$ cat src/rtl/mem_lsu_pkg.sv
// Shared definitions for the load/store unit: funct3 size codes, FSM state
// encodings, the access-size decode and the alignment helpers.
package mem_lsu_pkg;

    localparam logic [2:0] LSU_B  = 3'b000;
    localparam logic [2:0] LSU_H  = 3'b001;
    localparam logic [2:0] LSU_W  = 3'b010;
    localparam logic [2:0] LSU_BU = 3'b100;
    localparam logic [2:0] LSU_HU = 3'b101;

    localparam logic [31:0] ZERO_WORD = 32'h0000_0000;

    typedef enum logic [1:0] {
        LSU_IDLE = 2'd0,
        LSU_REQ  = 2'd1,
        LSU_WAIT = 2'd2
    } lsu_state_e;

    typedef enum logic [1:0] {
        SZ_B = 2'd0,
        SZ_H = 2'd1,
        SZ_W = 2'd2
    } lsu_size_e;

    // Codes 011, 110 and 111 have no RV32I meaning and are treated as words.
    function automatic lsu_size_e lsu_size(input logic [2:0] funct3);
        case (funct3)
            LSU_B, LSU_BU: return SZ_B;
            LSU_H, LSU_HU: return SZ_H;
            default:       return SZ_W;
        endcase
    endfunction

    function automatic logic lsu_unsigned(input logic [2:0] funct3);
        return (funct3 == LSU_BU) || (funct3 == LSU_HU);
    endfunction

    // Byte offset actually used for the access: halfwords drop addr[0],
    // words drop addr[1:0], so a misaligned access lands on its natural slot.
    function automatic logic [1:0] lsu_align_off(input lsu_size_e size,
                                                 input logic [1:0] off);
        case (size)
            SZ_B:    return off;
            SZ_H:    return {off[1], 1'b0};
            default: return 2'b00;
        endcase
    endfunction

    function automatic logic lsu_misaligned(input lsu_size_e size,
                                            input logic [1:0] off);
        case (size)
            SZ_B:    return 1'b0;
            SZ_H:    return off[0];
            default: return off != 2'b00;
        endcase
    endfunction

endpackage

$ cat src/rtl/mem_lsu_align.sv
// Combinational lane logic for the load/store unit.
// Store path: size + byte offset + rs2 -> byte enables and replicated data.
// Load path:  size + byte offset + memory word -> sign/zero-extended result.
module mem_lsu_align
    import mem_lsu_pkg::*;
(
    input  logic [2:0]  st_funct3,
    input  logic [1:0]  st_offset,
    input  logic [31:0] st_data,
    output logic [3:0]  st_be,
    output logic [31:0] st_word,
    input  logic [2:0]  ld_funct3,
    input  logic [1:0]  ld_offset,
    input  logic [31:0] ld_word,
    output logic [31:0] ld_data
);

    logic [7:0]  ld_byte;
    logic [15:0] ld_half;
    logic        ld_uns;

    // Store formatting: enables select the lanes, data is replicated to all lanes.
    always_comb begin
        st_be   = 4'b1111;
        st_word = st_data;
        case (lsu_size(st_funct3))
            SZ_B: begin
                st_be   = 4'b0001 << st_offset;
                st_word = {4{st_data[7:0]}};
            end
            SZ_H: begin
                st_be   = 4'b0011 << {st_offset[1], 1'b0};
                st_word = {2{st_data[15:0]}};
            end
            default: begin
                st_be   = 4'b1111;
                st_word = st_data;
            end
        endcase
    end

    // Load extraction: pick the addressed lane, then extend to 32 bits.
    always_comb begin
        ld_byte = ld_word[7:0];
        ld_half = ld_offset[1] ? ld_word[31:16] : ld_word[15:0];
        ld_uns  = lsu_unsigned(ld_funct3);
        case (ld_offset)
            2'd0:    ld_byte = ld_word[7:0];
            2'd1:    ld_byte = ld_word[15:8];
            2'd2:    ld_byte = ld_word[23:16];
            default: ld_byte = ld_word[31:24];
        endcase
        case (lsu_size(ld_funct3))
            SZ_B:    ld_data = ld_uns ? {24'h0, ld_byte} : {{24{ld_byte[7]}}, ld_byte};
            SZ_H:    ld_data = ld_uns ? {16'h0, ld_half} : {{16{ld_half[15]}}, ld_half};
            default: ld_data = ld_word;
        endcase
    end

endmodule

$ cat src/rtl/mem_lsu.sv
// Load/store unit for the RV32I memory stage. Accepts one access at a time
// from EX, runs the data-memory handshake and returns load results to WB.
// Optional feature macro: MEM_MISALIGN_EXC_EN (drop misaligned accesses and
// pulse lsu_misalign instead of force-aligning them).
//
// Handshakes:
//   EX -> LSU : an operation is taken on a rising edge where lsu_ready and
//               ex_valid are both high and ex_load or ex_store is set.
//   LSU -> mem: dmem_req and every dmem_* field stay constant until the edge
//               on which dmem_gnt is high; that edge completes the request.
//   mem -> LSU: for a load, the first dmem_rvalid after the grant edge carries
//               the data; rvalid in any other state is ignored.
module mem_lsu
    import mem_lsu_pkg::*;
#(
    parameter int ADDR_W = 32
) (
    input  logic              clk,
    input  logic              rst_n,
    input  logic              ex_valid,
    input  logic              ex_load,
    input  logic              ex_store,
    input  logic [2:0]        ex_funct3,
    input  logic [ADDR_W-1:0] ex_addr,
    input  logic [31:0]       ex_wdata,
    input  logic [4:0]        ex_rd,
    output logic              lsu_ready,
    output logic              lsu_stall,
    output logic              dmem_req,
    output logic              dmem_we,
    output logic [ADDR_W-1:0] dmem_addr,
    output logic [3:0]        dmem_be,
    output logic [31:0]       dmem_wdata,
    input  logic              dmem_gnt,
    input  logic              dmem_rvalid,
    input  logic [31:0]       dmem_rdata,
    output logic              wb_valid,
    output logic [4:0]        wb_rd,
    output logic [31:0]       wb_data,
    output logic              lsu_misalign
);

    lsu_state_e state_q, state_d;

    logic [2:0]  f3_q;
    logic [1:0]  off_q;
    logic [4:0]  rd_q;

    logic        ex_mem;
    lsu_size_e   ex_size;
    logic [1:0]  ex_off;
    logic        accept;
    logic        rsp;
    logic [3:0]  st_be;
    logic [31:0] st_word;
    logic [31:0] ld_data;

    assign ex_mem  = ex_valid & (ex_load | ex_store);
    assign ex_size = lsu_size(ex_funct3);
    assign ex_off  = lsu_align_off(ex_size, ex_addr[1:0]);

    assign lsu_ready = (state_q == LSU_IDLE);
    assign lsu_stall = ~lsu_ready;

    mem_lsu_align u_align (
        .st_funct3 (ex_funct3),
        .st_offset (ex_off),
        .st_data   (ex_wdata),
        .st_be     (st_be),
        .st_word   (st_word),
        .ld_funct3 (f3_q),
        .ld_offset (off_q),
        .ld_word   (dmem_rdata),
        .ld_data   (ld_data)
    );

`ifdef MEM_MISALIGN_EXC_EN
    logic ex_misal;
    logic drop;
    assign ex_misal = lsu_misaligned(ex_size, ex_addr[1:0]);
`endif

    // FSM state register.
    always_ff @(posedge clk or negedge rst_n) begin
        if (!rst_n) begin
            state_q <= LSU_IDLE;
        end else begin
            state_q <= state_d;
        end
    end

    // Next state plus the accept / response strobes that drive the registers.
    always_comb begin
        state_d = state_q;
        accept  = 1'b0;
        rsp     = 1'b0;
`ifdef MEM_MISALIGN_EXC_EN
        drop    = 1'b0;
`endif
        case (state_q)
            LSU_IDLE: begin
                if (ex_mem) begin
`ifdef MEM_MISALIGN_EXC_EN
                    if (ex_misal) begin
                        drop = 1'b1;
                    end else begin
                        accept  = 1'b1;
                        state_d = LSU_REQ;
                    end
`else
                    accept  = 1'b1;
                    state_d = LSU_REQ;
`endif
                end
            end
            LSU_REQ: begin
                // dmem_we doubles as the "this is a store" flag.
                if (dmem_gnt) begin
                    state_d = dmem_we ? LSU_IDLE : LSU_WAIT;
                end
            end
            LSU_WAIT: begin
                if (dmem_rvalid) begin
                    rsp     = 1'b1;
                    state_d = LSU_IDLE;
                end
            end
            default: state_d = LSU_IDLE;
        endcase
    end

    // Request registers: loaded on accept, held through REQ, req cleared on grant.
    always_ff @(posedge clk or negedge rst_n) begin
        if (!rst_n) begin
            dmem_req   <= 1'b0;
            dmem_we    <= 1'b0;
            dmem_addr  <= '0;
            dmem_be    <= 4'b0000;
            dmem_wdata <= ZERO_WORD;
            f3_q       <= LSU_B;
            off_q      <= 2'b00;
            rd_q       <= 5'd0;
        end else if (accept) begin
            // Load has priority when both ex_load and ex_store are set.
            dmem_req   <= 1'b1;
            dmem_we    <= ~ex_load;
            dmem_addr  <= {ex_addr[ADDR_W-1:2], 2'b00};
            dmem_be    <= st_be;
            dmem_wdata <= ex_load ? ZERO_WORD : st_word;
            f3_q       <= ex_funct3;
            off_q      <= ex_off;
            rd_q       <= ex_rd;
        end else if ((state_q == LSU_REQ) && dmem_gnt) begin
            dmem_req   <= 1'b0;
        end
    end

    // Writeback registers: one-cycle valid pulse with the extended load data.
    always_ff @(posedge clk or negedge rst_n) begin
        if (!rst_n) begin
            wb_valid <= 1'b0;
            wb_rd    <= 5'd0;
            wb_data  <= ZERO_WORD;
        end else begin
            wb_valid <= rsp;
            if (rsp) begin
                wb_rd   <= rd_q;
                wb_data <= ld_data;
            end
        end
    end

`ifdef MEM_MISALIGN_EXC_EN
    // Misaligned-access pulse, one cycle after the dropped access is seen.
    always_ff @(posedge clk or negedge rst_n) begin
        if (!rst_n) begin
            lsu_misalign <= 1'b0;
        end else begin
            lsu_misalign <= drop;
        end
    end
`else
    assign lsu_misalign = 1'b0;
`endif

endmodule
$ cat config.mk
export PLATFORM = sky130hd
export DESIGN_NAME = mem_lsu
export DESIGN_NICKNAME = d
export VERILOG_FILES = /design/src/rtl/mem_lsu_pkg.sv /design/src/rtl/mem_lsu_align.sv /design/src/rtl/mem_lsu.sv
export SDC_FILE = /design/constraint.sdc
export NUM_CORES = 1
export LEC_CHECK = 0
export BUFFER_PORTS_ARGS = -buffer_cell sky130_fd_sc_hd__buf_2
export CAP_MARGIN = 25
export CORE_MARGIN = 5
export CORE_UTILIZATION = 30
export DETAILED_ROUTE_END_ITERATION = 7
export HOLD_SLACK_MARGIN = 0.03
export PLACE_DENSITY = 0.5
export SYNTH_ARGS = -nofsm -noshare
export SYNTH_HDL_FRONTEND = slang
export SYNTH_HIERARCHICAL = 1
export SYNTH_SLANG_ARGS = --single-unit
export TNS_END_PERCENT = 100
$ cat constraint.sdc
create_clock -name clk -period 2.4 [get_ports clk]
set_input_delay 0.48 -clock clk [delete_from_list [all_inputs] [get_ports clk]]
set_output_delay 0.48 -clock clk [all_outputs]
set_load 0.03 [all_outputs]
After elaboration in Yosys (flattened, before gate mapping):

Index checks and enable logic that the tools add are counted.

* bits in registers: 118
* input port bits: 111
* output and inout bits: 111

* eq/ne operators: 15
* shift-type cells: 2
* muxes and demuxes: 22
* bitwise logic cells: 4
* reductions and logical operators: 14

Operators by type and width (number)
* 32-bit one-hot mux with 2 select lines: 2
* 32-bit two-way mux: 3
* 8-bit one-hot mux with 3 select lines: 1
* 16-bit two-way mux: 1
* 3-bit == test (second input constant): 4
* 2-bit one-hot mux with 2 select lines: 3
* 2-bit by 1-bit == test with 1-bit output (second input constant): 4
* 2-bit zero test: 4
* 2-bit two-way mux: 4
* 4-bit one-hot mux with 2 select lines: 1
* 2-bit OR reduction: 4
* 3-bit by 1-bit == test with 1-bit output (second input constant): 2
* 3-bit zero test: 2
* 1-bit two-way mux: 6
* 2-bit one-hot mux with 3 select lines: 1
* 2-bit == test (second input constant): 2
* 2-bit != test (second input constant): 2
* 1-bit by 2-bit left shift with 4-bit output (first input constant): 1
* 2-bit by 2-bit left shift with 4-bit output (first input constant): 1
* 3-bit AND reduction: 1
* 2-bit by 1-bit != test with 1-bit output (second input constant): 1
* 1-bit NOT: 2
* 2-bit nonzero test: 1
* 1-bit AND: 1
* 3 further kinds: 3

Longest topological paths before layout:

Gate-level depths: netlist (run 1).

* word-level depth: 7
* depth in mapped cells: 6
* gate-level depth less buffers: 4

Modules after synthesis:

The synthesis (run 1) kept the hierarchy.

Modules (own cells, without submodules)
* mem_lsu: instances 1, cells each 300, area each 4665.7 um^2, seq. area each 2952.8 um^2
* mem_lsu_align: instances 1, cells each 182, area each 1276.2 um^2, seq. area each 0.0 um^2

Worst setup path before layout (run 1):

Ideal clock, no wire load.

* path kind: register to output
* start: register state_q[1]
* end: output port lsu_stall
* arrival time: 1.211 ns
* data required time: 1.920 ns
* path slack: 0.709 ns
* stages on the path, launching flop included: 3
* buffers on the path: 0
* path through: dfrtp_1 nor2_1 inv_1

* longest elaborated chain between the ends: 2

Ends and longest elaborated chain
* from (decl): line mem_lsu.sv:43 `lsu_state_e state_q, state_d;`
* from (signal assigned): line mem_lsu.sv:88 `state_q <= state_d;`
* 2-bit zero test: line mem_lsu.sv:62 `assign lsu_ready = (state_q == LSU_IDLE);`
* net lsu_ready: line mem_lsu.sv:27 `output logic lsu_ready,`
* 1-bit NOT: line mem_lsu.sv:63 `assign lsu_stall = ~lsu_ready;`
* to (decl): line mem_lsu.sv:28 `output logic lsu_stall,`

The timed path passes the listed nets, and every way through them passes these cells.

Worst setup path in the final report (run 1):

* start: register off_q[1]
* end: register wb_data[9]

* longest elaborated chain between the ends: 4

Ends and longest elaborated chain
* from (decl): line mem_lsu.sv:46 `logic [1:0] off_q;`
* from (signal assigned): line mem_lsu.sv:151 `off_q <= ex_off;`
* 2-bit == test, or another cell as far along: line mem_lsu_align.sv:47 `case (ld_offset)`
* 8-bit one-hot mux with 3 select lines: line mem_lsu_align.sv:47
* 32-bit two-way mux: line mem_lsu_align.sv:54 `SZ_B: ld_data = ld_uns ? {24'h0, ld_byte} : {{24{ld_byte[7]}}, ld_byte};`
* 32-bit one-hot mux with 2 select lines (*): line mem_lsu_align.sv:53 `case (lsu_size(ld_funct3))`
* net ld_data[9]: line mem_lsu.sv:56 `logic [31:0] ld_data;`
* to (signal assigned): line mem_lsu.sv:168 `wb_data <= ld_data;`
* to (decl): line mem_lsu.sv:39 `output logic [31:0] wb_data,`

The timed path passes the listed nets; every way through them passes the cells marked *.
A chain may end at the register's enable or synchronous reset.

==> results of run 1 <==
## report_power, final
group          internal, µW  switching [µW]  total [µW]
clock                  1670             972        2640
combinational          1900            3390        5290
sequential             2930             544        3470
total                  6490            4910       11400
## worst max-delay path: cells and delay by family (launching register included)
family                 cells  cell delay (ns)
muxes                      1             0.18
DFF                        1             0.43
and+or+nand+nor            1             0.59
buffers and inverters      1             0.33
AOI/OAI and AO/OA          2             0.43
## final timing paths
kind / startpoint / to / slack [ns] / cells past startpoint
min in group asynchronous: rst_n / wb_data[31] / 0.49 / 2
worst max register to register: off_q[1] / wb_data[9] / 0.38 / 5
worst max-delay path: off_q[1] / wb_data[9] / 0.38 / 5
max in group asynchronous: rst_n / dmem_addr[19] / 1.26 / 3
worst min-delay path: dmem_gnt / state_q[0] / 0.26 / 2
worst min register to register: dmem_wdata[1] / dmem_wdata[1] / 0.47 / 1
## final cells by class
class                      count  share of cell area, %
clock inverter                14                   2.26
timing repair buffer         234                   15.8
multi-input combinational    317                   34.3
sequential                   118                   37.6
inverter                       5                  0.239
tap                          265                   4.22
clock buffer                  18                   5.59
## stage by stage
step / instances / setup WS (ns) / power, µW / hold slack [ns]
4_1_cts: 971 / 0.441 / 11600 / 0.235
3_5_place_dp: 938 / 0.414 / 8850 / 0.381
2_1_floorplan: 484 / 0.709 / 7190 / 0.184
6_report: 971 / 0.380 / 11400 / 0.261
5_1_grt: 971 / 0.236 / 12000 / 0.248
3_3_place_gp: 937 / 0.437 / 8760 / 0.387
## registers in the layout (all words and copies together) (netlist names)
register    cells
rd_q            5
dmem_addr      30
dmem_be         4
f3_q            3
wb_data        32
dmem_we         1
wb_valid        1
dmem_req        1
wb_rd           5
state_q         2
off_q           2
dmem_wdata     32
## cell usage after synthesis, types with 2 or more instances
master,instances,share of area [%]
sky130_fd_sc_hd__nor2b_1,53,5.6
sky130_fd_sc_hd__o21ai_0,10,0.84
sky130_fd_sc_hd__buf_2,11,0.93
sky130_fd_sc_hd__buf_6,6,1.1
sky130_fd_sc_hd__o22a_1,7,1.0
sky130_fd_sc_hd__buf_4,15,1.9
sky130_fd_sc_hd__a21oi_1,40,3.4
sky130_fd_sc_hd__mux2i_1,23,3.9
sky130_fd_sc_hd__mux2_4,2,0.51
sky130_fd_sc_hd__o21bai_1,4,0.51
sky130_fd_sc_hd__mux2_2,101,19
sky130_fd_sc_hd__nand2_1,18,1.1
sky130_fd_sc_hd__o22ai_1,2,0.21
sky130_fd_sc_hd__or2_2,2,0.21
sky130_fd_sc_hd__clkbuf_1,11,0.69
sky130_fd_sc_hd__o221ai_1,8,1.2
sky130_fd_sc_hd__mux2_1,29,5.5
sky130_fd_sc_hd__nor2_1,5,0.32
sky130_fd_sc_hd__inv_1,5,0.32
sky130_fd_sc_hd__dfrtp_1,118,50
## cells by family (layout without fill, tap and decap cells)
family	count (synthesis)	count (layout)	synth area share (%)
buf+inv	49	271	5.03
mux	155	155	29.0
simple gates	83	83	7.98
flops	118	118	49.7
compound gates	76	76	8.21
other cells	1	3	0.0631
## routing by layer
layer | GRT usage (%) | wire length [µm] | up-vias
met5 | 0 | 21 | -
met4 | 4.85 | 263 | 4
met3 | 7.10 | 1810 | 25
met2 | 24.5 | 8110 | 192
met1 | 18.4 | 7130 | 2230
li1 | - | - | 2116
## what timing repair did
item,in CTS,in global routing
gates resized for setup,0,0
setup endpoints to repair,0,0
endpoints found under the hold margin,15,0
hold buffers,1,0
==> impl_metrics.yaml, run 1 <==
die:
  fp.dieH_um: 151
  fp.dieArea_mm2: 0.0227
  start_util_pct: 30.5
  fp.coreArea_mm2: 0.0195
  fp-row-count: 51
  die_x_um: 151
  io-pin-count: 222
status:
  run_status: "complete, no violations"
logic_synthesis:
  synth_area_mm2: 0.00594
  synth_edf_count: 0
  synthesis.instances: 482
  synth_seq_area_share_pct: 49.7
  synth-async-reset-ratio_pct: 100
  synth-seq-cells: 118
  post_synth.cell_area_avg_um2: 12.3
  ys_dominant_reg_cell: "sky130_fd_sc_hd__dfrtp_1"
  synth.yosys.warnings: 6
  post_synth_num_cell_types: 32
sta:
  tightest_slew_ns: 0.652
  fin_crit_ns: 2.02
  timing.fmax_mhz: 495
  min_period_over_period_pct: 84.2
  skew_ns: 0.00878
  slew_headroom_pct: 56.4
  final-setup-viol-count: 0
  grt_setup_unrepaired: "false"
  drv_slew: 0
  count_of_endpoints_failing_hold_in_the_final_timing_report: 0
  setup_tns_ns: 0
global_routing:
  grt_antenna_before_repair: 2
  first_global_vias: 5025
  global_route_wire_length_before_repair_mm: 27.0
  grt_overflow: 0
  globalRouteTotalUtil_pct: 15.3
  pin_count_of_the_biggest_net_entering_global_routing: 65
cts:
  cts.htree.levels: 4
  cts.sinks: 118
  cts.reportedPaths.clkPinSlew_ns: 0.06
  cts_tree: "built"
  cts_buffers: 17
  cts_setup_buffers: 0
  cts.path.max_buffers: 2
  clockRootBuffer: "sky130_fd_sc_hd__clkbuf_16"
  worstSkewPairLatency_ns: 0.41
final_layout:
  diodes_inserted: 0
  utilization_pct: 40.4
  final_common_cell: "sky130_fd_sc_hd__buf_2"
  area_growth_syn_to_layout_pct: 32.3
  fin_area_mm2: 0.00786
  multi_input_comb_area_mm2: 0.00270
  design.final.nets: 804
  drive_above_1_share_pct: 53.3
  ff_latch_area_mm2: 0.00295
  count_of_filler_cells_inserted_in_the_layout: 1918
  most-common-layout-cells: "sky130_fd_sc_hd__buf_2, sky130_fd_sc_hd__dfrtp_1, sky130_fd_sc_hd__mux2_2, sky130_fd_sc_hd__nor2b_1, sky130_fd_sc_hd__a21oi_1"
routing:
  routed_wire_length_per_instance_um: 17.9
  drt_iter0_drc: 140
  vias: 4567
  drt_first_pass_iters: 4
  drc: 0
  routed_via_density: 4.70
  antenna_nets_post_route: 0
  postRouteWirelength_mm: 17.3
job:
  maxCapViolCount: 0
power_and_ir_drop:
  ir_worst_vdd_v: 0.000851
  p_per_area_mw_per_mm2: 1450
  leakage_uw: 0.00376
worst_setup_path:
  delay_of_the_slowest_cell_on_the_worst_path_ns: 0.59
  path_class: "reg -> reg"
  critPathLaunchType: "flip-flop"
  worstPathArrival_ns: 2.37
  cpMaxStageDelayCell: "sky130_fd_sc_hd__nor2b_1"
  worstPathMaxFanout: 25
  critical_path.endpoint_type: "flip-flop"
  required_ns: 2.75
  timing.critical_path.cells: "buf_4 -> nor2b_1 -> a21oi_1 -> o221ai_1 -> mux2_2"
placed_design:
  placement.io_buffers: 218
  dp_hpwl_mm: 12.9
  placedInstanceArea_mm2: 0.00723
  place.gp.congestion: 0.861
worst_hold_path:
  min_path_type: "in -> reg"
Note: power is estimated with default switching activity, not from simulation.
==> run 2, diff against run 1 <==
--- a/config.mk
+++ b/config.mk
@@ -5,6 +5,7 @@
 export SDC_FILE = /design/constraint.sdc
 export NUM_CORES = 1
 export LEC_CHECK = 0
+export ABC_AREA = 1
 export BUFFER_PORTS_ARGS = -buffer_cell sky130_fd_sc_hd__buf_2
 export CAP_MARGIN = 25
 export CORE_MARGIN = 5
==> constraint.sdc (replaced) <==
create_clock -name clk -period 2.1 [get_ports clk]
set_input_delay 0.42 -clock clk [delete_from_list [all_inputs] [get_ports clk]]
set_output_delay 0.42 -clock clk [all_outputs]
set_load 0.03 [all_outputs]
==> run 2 against run 1 <==
Against the previous run:
- via count rose by 31%
- register-to-register slack improved by 0.03 ns
- global-route usage rose by 1.8 points
- wire length rose by 16%
- power rose by 15%
- core utilization fell by 0.34 points
- area after synthesis rose by 4.1%
- clock power rose by 20%
- critical path depth fell by 3
- first-iteration DRC count rose by 40%
- design area rose by 3.4%
- largest cell class unchanged
==> impl_metrics.yaml, run 2 <==
power_and_ir_drop:
  share_seq_of_total_power_pct: 29.9
  p_per_area_mw_per_mm2: 1620
  power.share.combinational_pct: 45.9
  internal_power_uw: 7040
  ir_worst_vdd_v: 0.000659
  leakage_uw: 0.00485
  power.net_switching_uw: 6080
  clock_power_share_pct: 24.2
  swShare_pct: 46.3
worst_setup_path:
  critPathLaunchType: "flip-flop"
  critical_path.endpoint_type: "output pin"
  worstPathArrival_ns: 1.41
  delay_of_the_slowest_cell_on_the_worst_path_ns: 0.43
  cpMaxStageDelayCell: "sky130_fd_sc_hd__dfrtp_1"
  cp_num_buf_inv: 1
  worstPathMaxFanout: 5
  required_ns: 1.68
  timing.critical_path.cells: "nor2_4 -> buf_2"
  path_class: "reg -> out"
  worst_path_top_cell_family_by_delay: "flip-flops"
sta:
  count_of_endpoints_failing_hold_in_the_final_timing_report: 0
  worst_hold_slack_ns: 0.204
  layout_setup_ws_ns: 0.273
  skew_ns: 0.00778
  setup_tns_ns: 0
  slew_headroom_pct: 59.7
  timing.fmax_mhz: 547
  tightest_slew_ns: 0.601
  fin_crit_ns: 1.83
  min_period_over_period_pct: 87.0
  drv_slew: 0
  grt_setup_unrepaired: "false"
  final-setup-viol-count: 0
final_layout:
  utilization_pct: 40.0
  fin_area_mm2: 0.00813
  most-common-layout-cells: "sky130_fd_sc_hd__nand2_1, sky130_fd_sc_hd__buf_2, sky130_fd_sc_hd__dfrtp_1, sky130_fd_sc_hd__nand3_1, sky130_fd_sc_hd__inv_1"
  final_common_cell: "sky130_fd_sc_hd__nand2_1"
  design.final.nets: 1145
  area_growth_syn_to_layout_pct: 31.4
  diodes_inserted: 0
  drive_above_1_share_pct: 28.9
  registers_with_the_most_flip_flops: "dmem_wdata x32, wb_data x32, dmem_addr x30"
  count_of_filler_cells_inserted_in_the_layout: 2228
logic_synthesis:
  synth_top_area_share_pct: 47.7
  ys_dominant_reg_cell: "sky130_fd_sc_hd__dfrtp_1"
  post_synth_main_area_contributors: "sky130_fd_sc_hd__dfrtp_1, sky130_fd_sc_hd__nand2_1, sky130_fd_sc_hd__nand3_1"
  post_synth_num_cell_types: 29
  synth_area_mm2: 0.00618
  synth_edf_count: 0
  synth-seq-cells: 118
  yosys-top-cells-count: "sky130_fd_sc_hd__nand2_1, sky130_fd_sc_hd__dfrtp_1, sky130_fd_sc_hd__nand3_1"
  most_frequent_cell_after_synthesis: "sky130_fd_sc_hd__nand2_1"
  synth-async-reset-ratio_pct: 100
  synthesis.instances: 838
  synth_seq_area_share_pct: 47.7
  post_synth_top_area_cell: "sky130_fd_sc_hd__dfrtp_1"
  post_synth.cell_area_avg_um2: 7.38
  synth.yosys.warnings: 6
routing:
  postRouteWirelength_mm: 20.2
  drc: 0
  antenna_nets_post_route: 0
  drt_iter0_drc: 196
  routed_via_density: 4.53
  routed_wire_length_per_instance_um: 15.3
  vias: 5961
  drt_first_pass_iters: 4
die:
  die_x_um: 154
  start_util_pct: 30.5
  fp.coreArea_mm2: 0.0203
  io-pin-count: 222
  fp.dieH_um: 154
  fp-row-count: 52
  fp.dieArea_mm2: 0.0236
placed_design:
  placement.io_buffers: 218
  dp_hpwl_mm: 14.3
  placedInstanceArea_mm2: 0.00745
  place.gp.congestion: 0.806
  pre_cts_ws_ns: 0.0253
global_routing:
  grt_antenna_before_repair: 3
  first_global_vias: 5956
  pin_count_of_the_biggest_net_entering_global_routing: 49
  globalRouteTotalUtil_pct: 17.1
  grt_overflow: 0
  global_route_wire_length_before_repair_mm: 32.3
cts:
  worstSkewPairLatency_ns: 0.42
  clockRootBuffer: "sky130_fd_sc_hd__clkbuf_16"
  cts_buffers: 17
  cts.reportedPaths.clkPinSlew_ns: 0.06
  cts.sinks: 118
  cts_tree: "built"
  gates_resized_cts_repair: 0
  cts.path.max_buffers: 2
  cts.htree.levels: 4
worst_hold_path:
  min_path_type: "in -> reg"
status:
  run_status: "complete, no violations"
job:
  maxCapViolCount: 0
==> run 2: metrics by stage <==
stage / cells / power [µW]
final: 1317 / 13100
after global routing: 1317 / 14000
after CTS: 1316 / 13300
after detailed placement: 1283 / 10100
after global placement: 1283 / 10000
after floorplan: 840 / 8150
==> run 2: final cells by class <==
class / instances / area (µm²) / share of cell area (%)
Sequential cell: 118 / 2950 / 36.3
Multi-Input combinational cell: 599 / 2660 / 32.7
Timing Repair Buffer: 237 / 1310 / 16.1
Clock buffer: 18 / 439 / 5.40
Tap cell: 270 / 338 / 4.16
Inverter: 61 / 231 / 2.85
Clock inverter: 14 / 200 / 2.46
==> run 2: what timing repair did <==
action | CTS | global route
endpoints found under the setup margin | 0 | 0
hold endpoints to repair | 30 | 0
hold buffers | 1 | 0
buffers inserted | 0 | 0
==> run 2: power groups by stage <==
stage / Sequential (µW) / Combinational, µW / Clock, µW
global placement: 3960 / 6060 / 0
global route: 4070 / 6600 / 3370
detailed placement: 3930 / 6130 / 0
finish: 3930 / 6020 / 3180
CTS: 3940 / 6120 / 3250
floorplan: 5670 / 2490 / 0
==> run 2: metal layers <==
layer	up-vias	part of all wire, %	GRT usage (%)
met5	-	0.25	0
met2	201	45	26.3
met3	21	9.2	7.42
met4	6	1.0	4.54
met1	2760	45	22.1
li1	2973	-	-
==> run 2: path summary, 6_finish.rpt <==
| kind | start | end | slack (ns) | depth (start not counted) |
|---|---|---|---|---|
| setup reg to reg | off_q[1] | wb_data[20] | 0.41 | 8 |
| hold / removal | dmem_gnt | state_q[0] | 0.20 | 2 |
| max in group asynchronous | rst_n | rd_q[0] | 0.96 | 3 |
| hold reg to reg | rd_q[1] | wb_rd[1] | 0.47 | 2 |
| min in group asynchronous | rst_n | wb_data[0] | 0.52 | 2 |
| setup / recovery | state_q[1] | lsu_ready | 0.27 | 2 |
==> run 2: cells by family after synthesis <==
kind of cell | after synthesis | synth area share, %
other | 1 | 0.0606
AO/OA/AOI/OAI | 34 | 3.38
flip-flops | 118 | 47.7
buffers and inverters | 123 | 9.61
AND/OR/NAND/NOR | 562 | 39.2
==> run 2: worst register-to-register path, stage by stage, from the launching register on <==
cell and delay, ns:
sky130_fd_sc_hd__dfrtp_1 0.44, sky130_fd_sc_hd__inv_2 0.24, sky130_fd_sc_hd__nand2_2 0.14, sky130_fd_sc_hd__nand2_1 0.09, sky130_fd_sc_hd__nand3_2 0.09, sky130_fd_sc_hd__nand3_4 0.31, sky130_fd_sc_hd__nand3_1 0.14, sky130_fd_sc_hd__nand2_1 0.09
sky130_fd_sc_hd__nand2_1 0.04
